**src/rtl/id_fetch_queue_pkg.sv**
```systemverilog
// Shared definitions for the IF->ID instruction queue.
package id_fetch_queue_pkg;

  localparam int unsigned INST_W      = 32;
  localparam int unsigned DEF_PC_W    = 64;
  localparam int unsigned DEF_FETCH_W = 64;
  localparam int unsigned DEF_DEPTH   = 4;

  localparam int unsigned SLOTS  = DEF_FETCH_W / INST_W;
  localparam int unsigned SLOT_W = (SLOTS > 1) ? $clog2(SLOTS) : 1;
  localparam int unsigned PTR_W  = $clog2(DEF_DEPTH);

  // One queued fetch word with the PC of its first wanted instruction.
  typedef struct packed {
    logic [DEF_PC_W-1:0]    pc;
    logic [DEF_FETCH_W-1:0] word;
  } fq_entry_t;

  // Number of 32-bit instruction slots in a fetch word.
  function automatic int unsigned fq_slots(input int unsigned fetch_w);
    return fetch_w / INST_W;
  endfunction

  // Bit width able to index n items; never below 1 so vectors stay legal.
  function automatic int unsigned fq_idx_w(input int unsigned n);
    return (n > 1) ? $clog2(n) : 1;
  endfunction

endpackage

```
**src/rtl/id_fetch_queue_fq_store.sv**
```systemverilog
// Entry storage for the fetch queue: one write port, one async read port.
module fq_store
  import id_fetch_queue_pkg::*;
#(
  parameter int unsigned PC_W    = DEF_PC_W,
  parameter int unsigned FETCH_W = DEF_FETCH_W,
  parameter int unsigned DEPTH   = DEF_DEPTH
) (
  input  logic                       clk,
  input  logic                       we,
  input  logic [fq_idx_w(DEPTH)-1:0] wr_ptr,
  input  logic [PC_W-1:0]            wr_pc,
  input  logic [FETCH_W-1:0]         wr_word,
  input  logic [fq_idx_w(DEPTH)-1:0] rd_ptr,
  output logic [PC_W-1:0]            rd_pc,
  output logic [FETCH_W-1:0]         rd_word
);

  logic [PC_W+FETCH_W-1:0] mem [DEPTH];

  // Write the incoming {pc, word} into the slot at wr_ptr.
  always_ff @(posedge clk) begin
    if (we) mem[wr_ptr] <= {wr_pc, wr_word};
  end

  // Head entry is read combinationally so it is visible the cycle after the write.
  always_comb begin
    {rd_pc, rd_word} = mem[rd_ptr];
  end

endmodule

```
**src/rtl/id_fetch_queue.sv**
```systemverilog
// Instruction queue between IF and ID: buffers fetch words and unpacks them
// into one 32-bit instruction per cycle over a valid/ready handshake.
module id_fetch_queue
  import id_fetch_queue_pkg::*;
#(
  parameter int unsigned PC_W    = DEF_PC_W,
  parameter int unsigned FETCH_W = DEF_FETCH_W,
  parameter int unsigned DEPTH   = DEF_DEPTH
) (
  input  logic                     clk,
  input  logic                     rst_n,
  input  logic                     flush,
  input  logic                     in_valid,
  output logic                     in_ready,
  input  logic [PC_W-1:0]          in_pc,
  input  logic [FETCH_W-1:0]       in_word,
  output logic                     out_valid,
  input  logic                     out_ready,
  output logic [PC_W-1:0]          out_pc,
  output logic [INST_W-1:0]        out_inst,
  output logic [$clog2(DEPTH):0]   count
);

  localparam int unsigned N_SLOTS   = fq_slots(FETCH_W);
  localparam int unsigned SLOT_BITS = fq_idx_w(N_SLOTS);
  localparam int unsigned PTR_BITS  = fq_idx_w(DEPTH);
  localparam int unsigned CNT_W     = $clog2(DEPTH) + 1;
  localparam logic [SLOT_BITS-1:0] LAST_SLOT = SLOT_BITS'(N_SLOTS - 1);

  logic [PTR_BITS-1:0]  wr_ptr, rd_ptr;
  logic [SLOT_BITS-1:0] sub, s0, slot;
  logic [PC_W-1:0]      head_pc;
  logic [FETCH_W-1:0]   head_word;
  logic                 push, fire, pop, is_last;

  fq_store #(
    .PC_W    (PC_W),
    .FETCH_W (FETCH_W),
    .DEPTH   (DEPTH)
  ) u_store (
    .clk     (clk),
    .we      (push),
    .wr_ptr  (wr_ptr),
    .wr_pc   (in_pc),
    .wr_word (in_word),
    .rd_ptr  (rd_ptr),
    .rd_pc   (head_pc),
    .rd_word (head_word)
  );

  // Starting slot comes from the PC's byte offset within the fetch word.
  if (N_SLOTS > 1) begin : g_multi_slot
    assign s0 = head_pc[$clog2(FETCH_W/8)-1:2];
  end else begin : g_single_slot
    assign s0 = '0;
  end

  // Handshake, slot selection and presented instruction.
  always_comb begin
    in_ready  = rst_n && (count != CNT_W'(DEPTH));
    out_valid = rst_n && (count != '0) && !flush;
    push      = in_valid && in_ready && !flush;
    slot      = s0 + sub;
    is_last   = (slot == LAST_SLOT);
    fire      = out_valid && out_ready;
    pop       = fire && is_last;
    out_pc    = '0;
    out_inst  = '0;
    if (out_valid) begin
      out_pc   = head_pc + (PC_W'(sub) << 2);
      out_inst = head_word[INST_W*slot +: INST_W];
    end
  end

  // Pointers, occupancy and sub-slot counter; flush clears like reset.
  always_ff @(posedge clk) begin
    if (!rst_n || flush) begin
      wr_ptr <= '0;
      rd_ptr <= '0;
      sub    <= '0;
      count  <= '0;
    end else begin
      if (push) wr_ptr <= wr_ptr + PTR_BITS'(1);
      if (pop) begin
        rd_ptr <= rd_ptr + PTR_BITS'(1);
        sub    <= '0;
      end else if (fire) begin
        sub <= sub + SLOT_BITS'(1);
      end
      if (push && !pop)      count <= count + CNT_W'(1);
      else if (!push && pop) count <= count - CNT_W'(1);
    end
  end

  a_count_bound: assert property (@(posedge clk) disable iff (!rst_n)
    count <= CNT_W'(DEPTH));

  a_push_ready: assert property (@(posedge clk) disable iff (!rst_n)
    push |-> in_ready);

  a_stall_hold: assert property (@(posedge clk) disable iff (!rst_n)
    (out_valid && !out_ready) |=> (!out_valid || ($stable(out_pc) && $stable(out_inst))));

endmodule

```
**config.mk**
```make
export PLATFORM = sky130hd
export DESIGN_NAME = id_fetch_queue
export DESIGN_NICKNAME = d
export VERILOG_FILES = /design/src/rtl/id_fetch_queue_pkg.sv /design/src/rtl/id_fetch_queue_fq_store.sv /design/src/rtl/id_fetch_queue.sv
export SDC_FILE = /design/constraint.sdc
export NUM_CORES = 1
export LEC_CHECK = 0
export CAP_MARGIN = 5
export CORE_MARGIN = 5
export CORE_UTILIZATION = 56
export CTS_CLUSTER_DIAMETER = 40
export DETAILED_ROUTE_END_ITERATION = 10
export PLACE_DENSITY = 0.79
export SLEW_MARGIN = 20
export SYNTH_ARGS = -nofsm -noshare
export SYNTH_HDL_FRONTEND = slang
export SYNTH_HIERARCHICAL = 1
export SYNTH_SLANG_ARGS = --single-unit
```
**constraint.sdc**
```tcl
create_clock -name clk -period 16.3 [get_ports clk]
set_input_delay 4.075 -clock clk [delete_from_list [all_inputs] [get_ports clk]]
set_output_delay 4.075 -clock clk [all_outputs]
set_load 0.01 [all_outputs]
```
# Word level (Yosys, flattened, before mapping)
# Memories as Yosys holds them, arrays and structs flattened. A register that Yosys moved wholly into a read port is not among the register bits.
# Index checks and enable logic that the tools add are counted.
[word_totals] register_bits=8 word_cells=39 mem_count=1 ram_bits=512 out_inout_bits=101 input_bits=133
[mem_list] memory="u_store.mem" depth=4 word_bits=128 read_ports=1 rd_clocked_by_memory_dff=1 wr=1 line="id_fetch_queue_fq_store.sv:19" source="logic [PC_W+FETCH_W-1:0] mem [DEPTH];"
[op_classes] add_sub_neg=7 n_reduce_logical=17 n_eq_ne=1 n_mux=8 n_shift=1
[op_table] op="64-bit by 3-bit adder with 64-bit output" n=1
[op_table] op="64-bit two-way mux" n=1
[op_table] op="64-bit by 7-bit variable part select with 32-bit output" n=1
[op_table] op="32-bit two-way mux" n=1
[op_table] op="1-bit logical AND" n=9
[op_table] op="3-bit two-way mux" n=2
[op_table] op="2-bit by 1-bit adder with 2-bit output, second input constant" n=2
[op_table] op="1-bit logical NOT" n=4
[op_table] op="2-bit two-way mux" n=2
[op_table] op="3-bit by 1-bit adder with 3-bit output, second input constant" n=1
[op_table] op="3-bit inequality test, second input constant" n=1
[op_table] op="3-bit nonzero test" n=1
[op_table] op="3-bit by 1-bit subtractor with 3-bit output, second input constant" n=1
[op_table] op="1-bit two-way mux" n=2
[op_table] op="2-bit nonzero test" n=1
[op_table] op="2-bit OR reduction" n=1
[op_table] op="1-bit adder" n=1
[op_table] op="1-bit adder, second input constant" n=1
[op_table] op="1-bit logical OR" n=1

# Longest topological paths before layout
# Gate-level depths: netlist of run 1.
[logic_depth] word_depth=8 mapped_depth=12

# Hierarchy
# Netlist of run 1, hierarchy kept.
[by_module_without_submodules] mod="fq_store" seq_area_each_um2=15374.7 area_each_um2=18602.8 cells_each=672 n_inst=1
[by_module_without_submodules] mod="id_fetch_queue" seq_area_each_um2=160.2 area_each_um2=2539.9 cells_each=391 n_inst=1

# Least setup slack after synthesis of run 1
# Ideal clock, no wire load.
[synth_path] path_kind="input port to flip-flop" start="input port flush" end="memory u_store/mem[0][0] (netlist name), enable pin" arrival_ns=14.290 path_stages=4 setup_slack_ns=1.209 path_buffers=1 required_time_ns=15.499 cell_sequence="nand2b_1 clkbuf_1 nor3b_1 nor3b_1"
[synth_via] elab_chain_cells=4
[synth_lines] element="start, declared" line="id_fetch_queue.sv:12" source="input logic flush,"
[synth_lines] element="1-bit logical NOT" line="id_fetch_queue.sv:62" source="push = in_valid && in_ready && !flush;"
[synth_lines] element="1-bit logical AND" line="id_fetch_queue.sv:62"
[synth_lines] element="via push" line="id_fetch_queue.sv:34" source="logic push, fire, pop, is_last;"
[synth_lines] element="1-bit two-way mux" line="id_fetch_queue_fq_store.sv:23" source="if (we) mem[wr_ptr] <= {wr_pc, wr_word};"
[synth_lines] element="1-bit two-way mux (not written as such)" line="id_fetch_queue_fq_store.sv:23"
[synth_lines] element="end, declared" line="id_fetch_queue_fq_store.sv:19"
# The timed path passes the listed nets, and every way through them passes these cells.

# Final worst setup path of run 1
[layout_path] start="input port flush" end="output port out_pc[3]"
[layout_via] elab_chain_cells=3
[layout_lines] element="1-bit logical NOT" line="id_fetch_queue.sv:61" source="out_valid = rst_n && (count != '0) && !flush;"
[layout_lines] element="1-bit logical AND" line="id_fetch_queue.sv:61"
[layout_lines] element="64-bit two-way mux" line="id_fetch_queue.sv:69" source="if (out_valid) begin"
[layout_lines] element="end, declared" line="id_fetch_queue.sv:19" source="output logic [PC_W-1:0] out_pc,"
# No other way between the ends.

==> flow_summary.ini, run 1 <==
[status]
outcome = finished, final reports clean

[routing]
drt-total-wl_um = 43940
wl_met2_um = 21940
wl_per_cell_um = 23.25
drt-pass1-iter-count = 5
drtIter0Drc = 875
ant_nets = 0
drc_errors = 0
wl_met1_um = 17360
viasPerCell = 5.829
highest_layer = met5
met3_wirelength_um = 3652
vias = 11020

[sta]
slew_violations = 0
setup_violations = 0
tightest_slew_ns = 0.9893
fin_crit_ns = 11.06
fin_crit_sh_pct = 67.84
hold_violations = 0
rsz0062_at_grt = false
finClkSkew_ns = 0.01678
maxSlewHeadroom_pct = 34.05
tns_ns = 0
fmax_ghz = 0.09044

[final_layout]
drive_gt1_share_pct = 19.19
synthToLayoutAreaGrowth_pct = 22.65
final_nets = 1463
mostFrequentLayoutCells = 512 x edfxtp_1, 233 x clkdlybuf4s50_1, 128 x mux4_2
utilization_pct = 69.17
final_common_cell = edfxtp_1

[logic_synthesis]
synth_flop_cell = edfxtp_1
synth_edf_count = 512
yosysWarnings = 6
synth-seq-cells = 520
async_flop_share_pct = 0
syn-num-nets = 1200
yosysSeqAreaShare_pct = 73.48
yosysUniqueCellTypes = 45
synth.avg_cell_area_um2 = 19.89
syn_inst = 1063
syn_area_um2 = 21140

[clock_network]
tritoncts = done
cts.repair.resized = 0
clock-sinks = 520
cts_max_level = 2
cts_hold_buffers = 0
clock-root-buffer = clkbuf_16
cts.path.max_buffers = 3
clk_latency_ns = 0.61
clk_pin_slew_worst_paths_ns = 0.06
cts_setup_buffers = 0
numCtsBuffers = 61

[pwr]
p_per_area_nw_per_um2 = 112.6
peakVddDrop_mv = 0.1016
p_leak_nw = 7.994

[floorplanning]
dieArea_um2 = 41740
rows = 71
fp.dieW_um = 204.3
coreArea_um2 = 37490
num_io_pins = 234
initial_core_util_pct = 56.40
die_height_um = 204.3

[grt]
overflow = 0
grt_pass1_wl_um = 66980
grt_usage_pct = 21.16
antenna_found_initial = 6
grt_pass1_vias = 11560
grt_start_max_net_pins = 129

[hold_path]
holdCritPathClass = register to register
whs_endpoint = count[2]
hold_depth = 2
hold_start = count[2]

[critical_path]
r2r-end = count[2]
crit_type = primary input to output port
required_ns = 12.23
crit_path_max_fanout = 51
r2r_cells = 11
timing.rr.start = rd_ptr[0]
r2r_slack_ns = 11.90
critPathArrivalTime_ns = 6.98
crit_path_end_kind = output port
crit_path_start_kind = primary input

[place]
gp_congestion = 0.8464
hpwl_um = 26480
numPortBuffers = 233

[flow_run]
max-cap-violations = 0
-- cell type report --
type	count	area, µm²
repair buffers	246	2455
inverters	9	33.78
clock inverters	42	476.7
fillers	2407	11560
diodes	3	7.507
flip-flops and latches	520	15540
multi-input cells	488	5213
clock buffers	71	1564
well taps	511	639.4
-- Yosys cell counts (all sizes together), types with 11 or more instances --
master,instances,area [µm²]
edfxtp,512,15370
xnor2,11,96.34
nand3,23,125.1
mux4,128,2883
xor2,27,236.5
buf,32,331.6
or3,19,120.1
nand2,25,96.35
mux2i,34,340.3
o21ai,19,95.09
nor2,81,304.0
nand4,26,192.7
clkbuf,14,52.55
a21oi,27,135.1
-- worst max-delay path by stage --
stage	from	end	slack, ns
floorplan	flush	u_store/mem[0][0]	1.21
global placement	flush	out_pc[3]	5.22
detailed placement	flush	out_pc[3]	5.20
CTS	flush	out_pc[3]	5.19
global route	flush	out_pc[3]	5.01
finish	flush	out_pc[3]	5.24
-- worst max-delay path, stage by stage --
cell and delay [ns]:
clkdlybuf4s50_1 0.44, nand2b_1 0.33, or2_4 0.56, clkinv_1 0.68
and2_1 0.39, clkdlybuf4s50_1 0.48
-- state kept, by name (all words and copies together), names as in the netlist --
name	count
count	3
u_store/mem	512
rd_ptr	2
sub	1
wr_ptr	2
-- power breakdown --
| group | switching [W] | internal, W | total (W) |
|---|---|---|---|
| clock | 0.000533 | 0.000807 | 0.00134 |
| sequential | 0.00000305 | 0.00148 | 0.00148 |
| combinational | 0.0000455 | 0.0000498 | 0.0000954 |
-- per-stage QoR --
stage          instances  cell area, µm²  hold slack (ns)  setup WS (ns)  power, W
6_report            1890           25930           0.5698          5.243  0.002920
5_1_grt             1888           25930           0.6267          5.006  0.003016
4_1_cts             1887           25920           0.5681          5.190  0.002945
3_5_place_dp        1774           23880           0.5242          5.197  0.001607
3_3_place_gp        1774           23880           0.5043          5.224  0.001603
2_1_floorplan       1063           21140           0.4935          1.209  0.001549
-- cells by family after synthesis --
group	synth area share (%)
AOI/OAI and AO/OA	1.515
xor gates and xnor gates	1.574
adders and majority gates	0.2722
buffers and inverters	1.977
DFF	73.48
muxes	15.24
and+or+nand+nor	5.942
-- per-layer routing --
metal	track usage, %	up-vias
li1	-	4915
met1	28.21	5592
met2	34.72	427
met3	6.157	72
met4	5.791	10
met5	0	-
Note: power is estimated with default switching activity, not from simulation.
==> run 2, diff against run 1 <==
Settings changed: CORE_UTILIZATION 56 to 51, PLACE_DENSITY 0.79 to 0.76.
Clock period 16.3 ns to 9.55 ns, I/O delays scaled along.
==> run 2 against run 1 <==
  * Register-to-register slack lost 6.2 ns
  * Worst setup slack lost 3.0 ns
  * Core utilization shrank 5.7 points
  * Via count shrank 0.88%
  * Non-clock buffer count grew 2
  * Largest cell class unchanged
  * Largest power group unchanged
==> flow_summary.ini, run 2 (same netlist as run 1, synthesis figures left out) <==
[pwr]
p_leak_nw = 7.998
pwr-share-clk_pct = 46.1
power_w = 0.005003
peakVddDrop_mv = 0.1878
p_int_w = 0.004019
p_switching_w = 0.0009847
switching_share_pct = 19.68
combPwrFrac_pct = 3.3
p_per_area_nw_per_um2 = 192.7
pwr-share-seq_pct = 50.6

[floorplanning]
coreArea_um2 = 40920
fp.dieW_um = 213.6
die_height_um = 213.6
dieArea_um2 = 45630
initial_core_util_pct = 51.66
num_io_pins = 234
rows = 74

[grt]
antenna_found_initial = 9
grt_start_max_net_pins = 129
grt_usage_pct = 19.34
grt_pass1_wl_um = 66680
overflow = 0
grt_pass1_vias = 11140

[sta]
hold_violations = 0
fin_crit_sh_pct = 76.78
setup_violations = 0
finClkSkew_ns = 0.01544
slew_violations = 0
fin_crit_ns = 7.333
maxSlewHeadroom_pct = 29.79
tns_ns = 0
fmax_ghz = 0.1364
tightest_slew_ns = 1.053
rsz0062_at_grt = false

[flow_run]
max-cap-violations = 0

[final_layout]
synthToLayoutAreaGrowth_pct = 22.83
final_nets = 1464
top_regs = u_store/mem: 512 flops, count: 3 flops
final_common_cell = edfxtp_1
mostFrequentLayoutCells = 512 x edfxtp_1, 233 x clkdlybuf4s50_1, 128 x mux4_2
largest_register_ffs = 512
largest-register = u_store/mem
drive_gt1_share_pct = 19.19

[clock_network]
cts_hold_buffers = 0
cts_setup_buffers = 0
cts.path.max_buffers = 3
cts_max_level = 2
tritoncts = done
clock-root-buffer = clkbuf_16
clk_latency_ns = 0.59
clk_pin_slew_worst_paths_ns = 0.06
cts.repair.resized = 0
numCtsBuffers = 60
clock-sinks = 520

[place]
numPortBuffers = 233
hpwl_um = 27510
gp_congestion = 0.8496

[routing]
vias = 10920
drtIter0Drc = 960
wl_per_cell_um = 23.06
drt-total-wl_um = 44040
drc_errors = 0
ant_nets = 0
viasPerCell = 5.717
drt-pass1-iter-count = 5

[critical_path]
crit_type = register to output port
required_ns = 7.16
crit_path_cell_trace = buf_4 -> mux4_2 -> nand4_1 -> nor3_2 -> nand4_1 -> or3_1 -> a21oi_1 -> clkdlybuf4s50_1
slowest_stage = dfxtp_4
critical_path.max_stage_delay_ns = 0.65
critPathArrivalTime_ns = 4.95
crit_path_end_kind = output port
path_common_cell = nand4_1
crit_path_start_kind = register
critPathBufInv = 2
cpLargestDelayFamily = simple AND/OR/NAND/NOR gates
crit_path_max_fanout = 36

[status]
outcome = finished, final reports clean

[hold_path]
holdCritPathClass = register to register
[run 2: area by class of cell]
class / count / area, µm²
antenna: 2 / 5.005
clock buffer: 74 / 1575
clock inverter: 37 / 470.5
fill: 2831 / 14960
inverter: 9 / 33.78
multi-input combinational: 488 / 5219
sequential: 520 / 15540
tap: 532 / 665.6
timing repair buffer: 248 / 2457
[run 2: power groups by stage]
stage / Sequential (W) / Combinational, W / Clock, W
2_1_floorplan: 0.00258 / 0.0000571 / 0
3_5_place_dp: 0.00258 / 0.000164 / 0
5_1_grt: 0.00253 / 0.000176 / 0.00247
4_1_cts: 0.00253 / 0.000165 / 0.00236
3_3_place_gp: 0.00258 / 0.000158 / 0
6_report: 0.00253 / 0.000163 / 0.00231
[run 2: through the flow]
step                      setup WS, ns  hold slack (ns)  instance area [µm²]  instances  utilization, %
after floorplan                 0.7798           0.4935                21150       1063               -
after global placement           2.326           0.5007                23920       1797           58.44
after detailed placement         2.255           0.5118                23920       1797           58.44
after CTS                        2.104           0.5209                25960       1908           63.44
after global routing             1.784           0.5777                25970       1909           63.45
final                            2.217           0.5232                25970       1910           63.46
[run 2: worst paths after layout]
path                                 from    endpoint  slack (ns)  cells after the start
worst max-delay path            rd_ptr[1]  out_pc[60]        2.22                      8
worst min-delay path             count[2]    count[2]        0.52                      2
worst max register to register  rd_ptr[0]    count[2]        5.69                     10
worst min register to register   count[2]    count[2]        0.52                      2
[run 2: worst min-delay path, cell delays in order, from the launching register on]
cell     delay, ns
dfxtp_1       0.34
o21ai_0       0.08
a21oi_1       0.06
[run 2: metal layers]
metal,global-route usage [%],part of all wire (%)
met5,0,0.24
met4,5.921,2.4
met3,4.931,8.5
met2,31.05,49
met1,26.66,40
==> run 3, diff against run 2 <==
Settings changed: CORE_UTILIZATION 51 to 56, PLACE_DENSITY 0.76 to 0.79.
Clock period 9.55 ns to 7.2 ns, I/O delays scaled along.
==> run 3 against run 2 <==
  * Critical path depth did not move
  * Via count rose by 2.5%
  * Core utilization rose by 5.6 points
  * Non-clock buffer count rose by 8
  * Worst setup slack got worse by 1.5 ns
  * Sequential share of layout area rose by 0.16 points
  * Cell count fell by 0.73%
  * Global-route usage rose by 2.5 points
  * Critical endpoint is now out_pc[48]
  * Highest routed layer unchanged
==> flow_summary.ini, run 3 (same netlist as run 1, synthesis figures left out) <==
[routing]
drtIter0Drc = 775
drc_errors = 0
vias = 11190
drt-pass1-iter-count = 5
wl_per_cell_um = 23.84
drt-total-wl_um = 45200
viasPerCell = 5.900
ant_nets = 0

[hold_path]
holdCritPathClass = register to register

[sta]
slew_violations = 0
tns_ns = 0
finClkSkew_ns = 0.02417
fmax_ghz = 0.1554
setup_violations = 0
tightest_slew_ns = 1.130
fin_crit_sh_pct = 89.36
maxSlewHeadroom_pct = 24.52
rsz0062_at_grt = false
hold_violations = 0
fin_crit_ns = 6.434
whs_ns = 0.5664

[final_layout]
diodes = 0
final_nets = 1471
final_common_cell = edfxtp_1
fin_area_um2 = 25900
top_regs = u_store/mem: 512 flops, count: 3 flops
largest_register_ffs = 512
mostFrequentLayoutCells = 512 x edfxtp_1, 233 x clkdlybuf4s50_1, 128 x mux4_2
drive_gt1_share_pct = 19.42
synthToLayoutAreaGrowth_pct = 22.50
largest-register = u_store/mem

[critical_path]
crit_path_max_fanout = 42
required_ns = 5.40
critPathArrivalTime_ns = 4.63
crit_type = register to output port
crit_path_end_kind = output port
crit_path_start_kind = register

[clock_network]
tritoncts = done
numCtsBuffers = 59
cts_max_level = 2
cts.repair.resized = 0
cts.path.max_buffers = 3
clock-root-buffer = clkbuf_16
clk_latency_ns = 0.60
cts_hold_buffers = 0
cts_setup_buffers = 0
clock-sinks = 520
clk_pin_slew_worst_paths_ns = 0.06

[grt]
overflow = 0
grt_start_max_net_pins = 62
antenna_found_initial = 3
grt_pass1_vias = 11370
grt_usage_pct = 21.82
grt_pass1_wl_um = 68970

[pwr]
p_leak_nw = 8.004
peakVddDrop_mv = 0.2193
p_per_area_nw_per_um2 = 248.4

[status]
outcome = finished, final reports clean

[place]
hpwl_um = 28370
numPortBuffers = 233
gp_congestion = 0.9014
placed_cell_area_um2 = 23990

[floorplanning]
fp.dieW_um = 204.3
initial_core_util_pct = 56.40
die_height_um = 204.3
num_io_pins = 234
coreArea_um2 = 37490
rows = 71
dieArea_um2 = 41740

[flow_run]
max-cap-violations = 0
run 3: cell types whose count changed in the layout (fill, tap and decap cells not counted), sizes merged:
cell / delta
clkinv: +17
buf: +8
clkinvlp: -6
bufinv: -4
clkbuf: -4
diode: -2
inv: -2
run 3: worst paths after layout:
path	to	startpoint	slack, ns	depth (start not counted)
worst max-delay path	out_pc[48]	rd_ptr[1]	0.77	8
worst min-delay path	sub	sub	0.57	2
worst max register to register	count[2]	rd_ptr[0]	3.51	9
worst min register to register	sub	sub	0.57	2
run 3: cell type report:
cell class	instances	area (µm²)
clock inverters	42	392.9
repair buffers	256	2555
clock buffers	70	1518
multi-input cells	488	5219
fillers	2425	11590
flip-flops and latches	520	15540
well taps	511	639.4
inverters	9	33.78
run 3: report_power, final:
group | total [W] | internal (W) | switching [W]
combinational | 0.000218 | 0.000114 | 0.000105
sequential | 0.00336 | 0.00335 | 0.00000730
clock | 0.00286 | 0.00167 | 0.00118
total | 0.00643 | 0.00514 | 0.00129
run 3: stage by stage:
stage,instances,total power (W),worst slack (ns),utilization (%)
finish,1896,0.006434,0.7660,69.09
global route,1896,0.006651,0.4734,69.09
CTS,1896,0.006497,0.6828,69.09
detailed placement,1784,0.003641,1.010,63.99
global placement,1784,0.003631,1.053,63.99
floorplan,1063,0.003501,0.7851,-
run 3: worst max-delay path: stages (launching register included):
cell	delay (ns)
dfxtp_4	0.78
buf_12	0.30
mux4_2	0.32
nand4_1	0.32
nor4_1	0.66
nand4_1	0.42
or3_1	0.46
a21oi_1	0.16
clkdlybuf4s50_1	0.56
run 3: layer usage:
metal	wire, µm	global-route usage [%]
met1	17840	30.30
met2	22760	36.07
met3	3840	5.094
met4	716	4.786
met5	40	0
==> edit 1: new RTL, flow settings as in run 2 <==
Set the package constant `DEF_PC_W` to 56 (it was 64).
--- a/src/rtl/id_fetch_queue_pkg.sv
+++ b/src/rtl/id_fetch_queue_pkg.sv
@@ -4,3 +4,3 @@
   localparam int unsigned INST_W      = 32;
-  localparam int unsigned DEF_PC_W    = 64;
+  localparam int unsigned DEF_PC_W    = 56;
   localparam int unsigned DEF_FETCH_W = 64;
Interface: changed (resized in_pc and out_pc); port bits go from 234 to 218. No check against the original RTL was run, so the function may have changed too.
==> edit 1 against run 2 <==
Sequential cell count fell by 32; wire length fell by 8.6%; synthesized area fell by 7.1%; cell area fell by 6.6%; hold slack improved by 0.020 ns; worst setup slack got worse by 0.25 ns; sequential share of layout area rose by 0.25 points; power fell by 6.8%.
==> edit 1: results (changes against run 2) <==
Non-Filler Instances: 1786 (-6.5%)
share of cells above drive strength 1: 18.9% (-0.33 points)
multi-input gates: 439 (-10%)
cell count after synthesis: 979 (-7.9%)
FFs w/ async S/R, synth: 0% (unchanged)
slowest CP cell: or2_4
Non-CTS buffers: 231 (-6.9%)
slew margin rel.: 35.5% (+5.7 points)
Net count, final: 1356 (-7.4%)
GRT Total Usage: 19.0% (-0.31 points)
Placed Instances: 1677 (-6.7%)
routed length on met1: 16300 µm (-6.7%)
top post-synthesis cells by count: 480 x edfxtp_1, 120 x mux4_2, 80 x nor2_1
met2 wire len: 19900 µm (-8.0%)
CTS H-tree lvls: 2 (unchanged)
area of the multi-input gates: 4810 µm² (-7.9%)
placed cell area: 22300 µm² (-6.6%)
Initial DRC Count: 578 (-40%)
Data buffer area share: 9.44% (-0.026 points)
top flop regs: u_store/mem (480), count (3)
# port buffers: 217 (-6.9%)
Post-synth EDFFs: 480 (-6.3%)
fill count: 2600 (-8.2%)
status: complete, no violations
final wirelength: 40200 µm (-8.6%)
total clock buffers created by CTS: 59 (-1.7%)
n_diodes: 2 (unchanged)
DR WL met3: 3170 µm (-15%)
clock network share of area: 7.88% (about the same)
Lkg Pwr: 7.56 nW (-5.4%)
invs w/o clock: 8 (-1)
clock skew: 0.0132 ns (-0.00225 ns)
Worst Path Max Fanout: 43 (+19%)
Distinct cells, synth: 40 (-11%)
multi-input combinational area share: 19.8% (-0.29 points)
vias in the first global route: 10400 (-6.4%)
post-detail-place hpwl: 24600 µm (-11%)
initial antenna violation count: 8 (-1)
fraction of area in registers: 60.1% (+0.25 points)
crit path DAT: 5.20 ns (+0.25 ns)
peak supply drop: 0.148 mV (-21%)
dpl ws: 1.91 ns (-0.346 ns)
clk_lat worst skew: 0.59 ns (about the same)
first-pass GRT wire length: 61100 µm (-8.3%)
Placer Congestion: 0.860 (+1.2%)
slowest stage delay, CP: 0.55 ns (-0.10 ns)
# resized after CTS: 0 (unchanged)
Worst Hold Class: flip-flop to flip-flop
pin count of the biggest net entering global routing: 109 (-16%)
FFs & Latches: 488 (-6.2%)
number of setup buffers added after CTS: 0 (unchanged)
syn nets: 1108 (-7.7%)
Core Util, Final: 64.1% (+0.66 points)
top post-synthesis cells by area: edfxtp_1 73%, mux4_2 14%, mux2i_1 1.9%, nor2_1 1.5%, xor2_1 1.2%
sequential area share after synthesis: 74.2% (+0.72 points)
number of vias per cell: 5.64 (-1.3%)
-- edit 1: worst paths after layout --
kind,start,cells past startpoint,to,slack [ns]
min reg2reg,count[2],2,count[2],0.54
max,flush,7,out_pc[51],1.97
max reg2reg,count[0],10,count[2],6.08
min,count[2],2,count[2],0.54
-- edit 1: power breakdown --
part | switching [mW] | internal (mW)
clock | 0.842 | 1.29
sequential | 0.00472 | 2.37
combinational | 0.0709 | 0.0803
total | 0.918 | 3.75
-- edit 1: cell families after synthesis --
group / share of synthesized area (%)
compound gates: 0.739
flops: 74.2
xor+xnor: 1.87
simple gates: 5.77
mux: 15.6
buf+inv: 1.48
fa+ha+maj: 0.293
-- edit 1: per-layer routing --
metal	up-vias	track usage, %
met4	14	5.44
met3	65	5.26
met1	5154	25.4
met5	-	0
li1	4518	-
met2	330	31.2
==> edit 2: new RTL, settings of run 2 <==
Without the edit above. Register the output `count` once more, without a reset; this adds one clock of latency there. The other outputs are not delayed to match.
--- a/src/rtl/id_fetch_queue.sv
+++ b/src/rtl/id_fetch_queue.sv
@@ -28,2 +28,4 @@
   localparam logic [SLOT_BITS-1:0] LAST_SLOT = SLOT_BITS'(N_SLOTS - 1);
+
+  logic [$clog2(DEPTH):0] count_s0;
 
@@ -59,4 +61,4 @@
   always_comb begin
-    in_ready  = rst_n && (count != CNT_W'(DEPTH));
-    out_valid = rst_n && (count != '0) && !flush;
+    in_ready  = rst_n && (count_s0 != CNT_W'(DEPTH));
+    out_valid = rst_n && (count_s0 != '0) && !flush;
     push      = in_valid && in_ready && !flush;
@@ -80,3 +82,3 @@
       sub    <= '0;
-      count  <= '0;
+      count_s0 <= '0;
     end else begin
@@ -89,4 +91,4 @@
       end
-      if (push && !pop)      count <= count + CNT_W'(1);
-      else if (!push && pop) count <= count - CNT_W'(1);
+      if (push && !pop)      count_s0 <= count_s0 + CNT_W'(1);
+      else if (!push && pop) count_s0 <= count_s0 - CNT_W'(1);
     end
@@ -95,3 +97,3 @@
   a_count_bound: assert property (@(posedge clk) disable iff (!rst_n)
-    count <= CNT_W'(DEPTH));
+    count_s0 <= CNT_W'(DEPTH));
 
@@ -103,2 +105,6 @@
 
+  always_ff @(posedge clk) begin
+    count <= count_s0;
+  end
+
 endmodule
Formal check against the unedited RTL: not equivalent (Yosys sat finds a counterexample within 4 cycles, from zero or initial values).
==> edit 2 against run 2 <==
Power up 0.43%; worst setup slack worse by 0.41 ns; cell area hardly changed; wire length is 0.86% lower; non-clock buffer count up 2; final cell count grew 0.47%; synthesized area is essentially flat; sequential cell count up 3; fmax is 5.2% lower; largest power group unchanged; highest routed layer unchanged.
==> edit 2: results (changes against run 2) <==
share of cells above drive strength 1: 18.1% (-1.0 points)
clock skew: 0.0232 ns (+0.00781 ns)
initial antenna violation count: 7 (-2)
fraction of area in registers: 60.1% (+0.20 points)
Net count, final: 1472 (+0.55%)
total clock buffers created by CTS: 61 (+1.7%)
Synth Area in Compound Gates: 1.55% (+0.036 points)
slew margin rel.: 32.6% (+2.8 points)
multi-input gates: 490 (+0.41%)
vias in the first global route: 11700 (+5.2%)
pin count of the biggest net entering global routing: 66 (-49%)
WHS Endpoint: count[2]
n_diodes: 4 (+2)
clock network share of area: 7.96% (+0.078 points)
routed length on met1: 17700 µm (+0.85%)
area of the multi-input gates: 5140 µm² (-1.5%)
slowest stage delay, CP: 0.84 ns (+0.19 ns)
post-detail-place hpwl: 27000 µm (-1.7%)
Synth Register Bits: 523 (+0.58%)
syn nets: 1207 (+0.58%)
fill count: 2809 (-0.78%)
Worst Path Max Fanout: 39 (+8.3%)
status: complete, no violations
Power Dens Cells: 193 nW/µm² (+0.38%)
Non-CTS buffers: 250 (+0.81%)
sequential area share after synthesis: 73.8% (+0.31 points)
R2R depth: 9 (-1)
Data buffer area share: 9.47% (about the same)
number of clock buffers in the layout: 72 (-2.7%)
Lkg Pwr: 7.99 nW (-0.12%)
first-pass GRT wire length: 67300 µm (+0.88%)
reg2reg end: count_s0[2]
Placed Instances: 1804 (+0.39%)
top post-synthesis cells by count: 512 x edfxtp_1, 128 x mux4_2, 76 x nor2_1
adder-cell share of the synthesized area: 0.272% (about the same)
Distinct cells, synth: 41 (-8.9%)
worst hold slack: 0.398 ns (-0.125 ns)
top flop regs: u_store/mem (512), count (3), count_s0 (3)
GRT Total Usage: 19.3% (about the same)
Initial DRC Count: 930 (-3.1%)
-- edit 2: cell count changes in the layout (fill, tap and decap cells not counted), sizes merged, moves of 4 or more --
cell / delta
o21ai: +6
nor2: -5
clkinv: +4
xnor2: +9
xor2: -11
nor4: +5
and4: +5
-- edit 2: logic make-up (layout without fill, tap and decap cells) --
kind of cell,count (synthesis),count (layout)
multiplexers,162,162
other,0,4
AND/OR/NAND/NOR,226,226
buffers and inverters,57,370
XOR/XNOR,36,36
flip-flops,523,523
AO/OA/AOI/OAI,62,62
adder cells (fa/ha/maj),4,4
-- edit 2: metal layers --
metal / track usage, % / vias to the layer above
met3: 4.78 / 62
met1: 26.0 / 5680
met2: 32.2 / 414
met4: 5.33 / 10
li1: - / 4950
met5: 0 / -
-- edit 2: metrics by stage --
step | setup WS, ns | instance area, µm²
2_1_floorplan | 0.780 | 21100
3_3_place_gp | 2.07 | 23900
3_5_place_dp | 2.02 | 23900
4_1_cts | 1.74 | 26000
5_1_grt | 1.36 | 26000
6_report | 1.81 | 26000
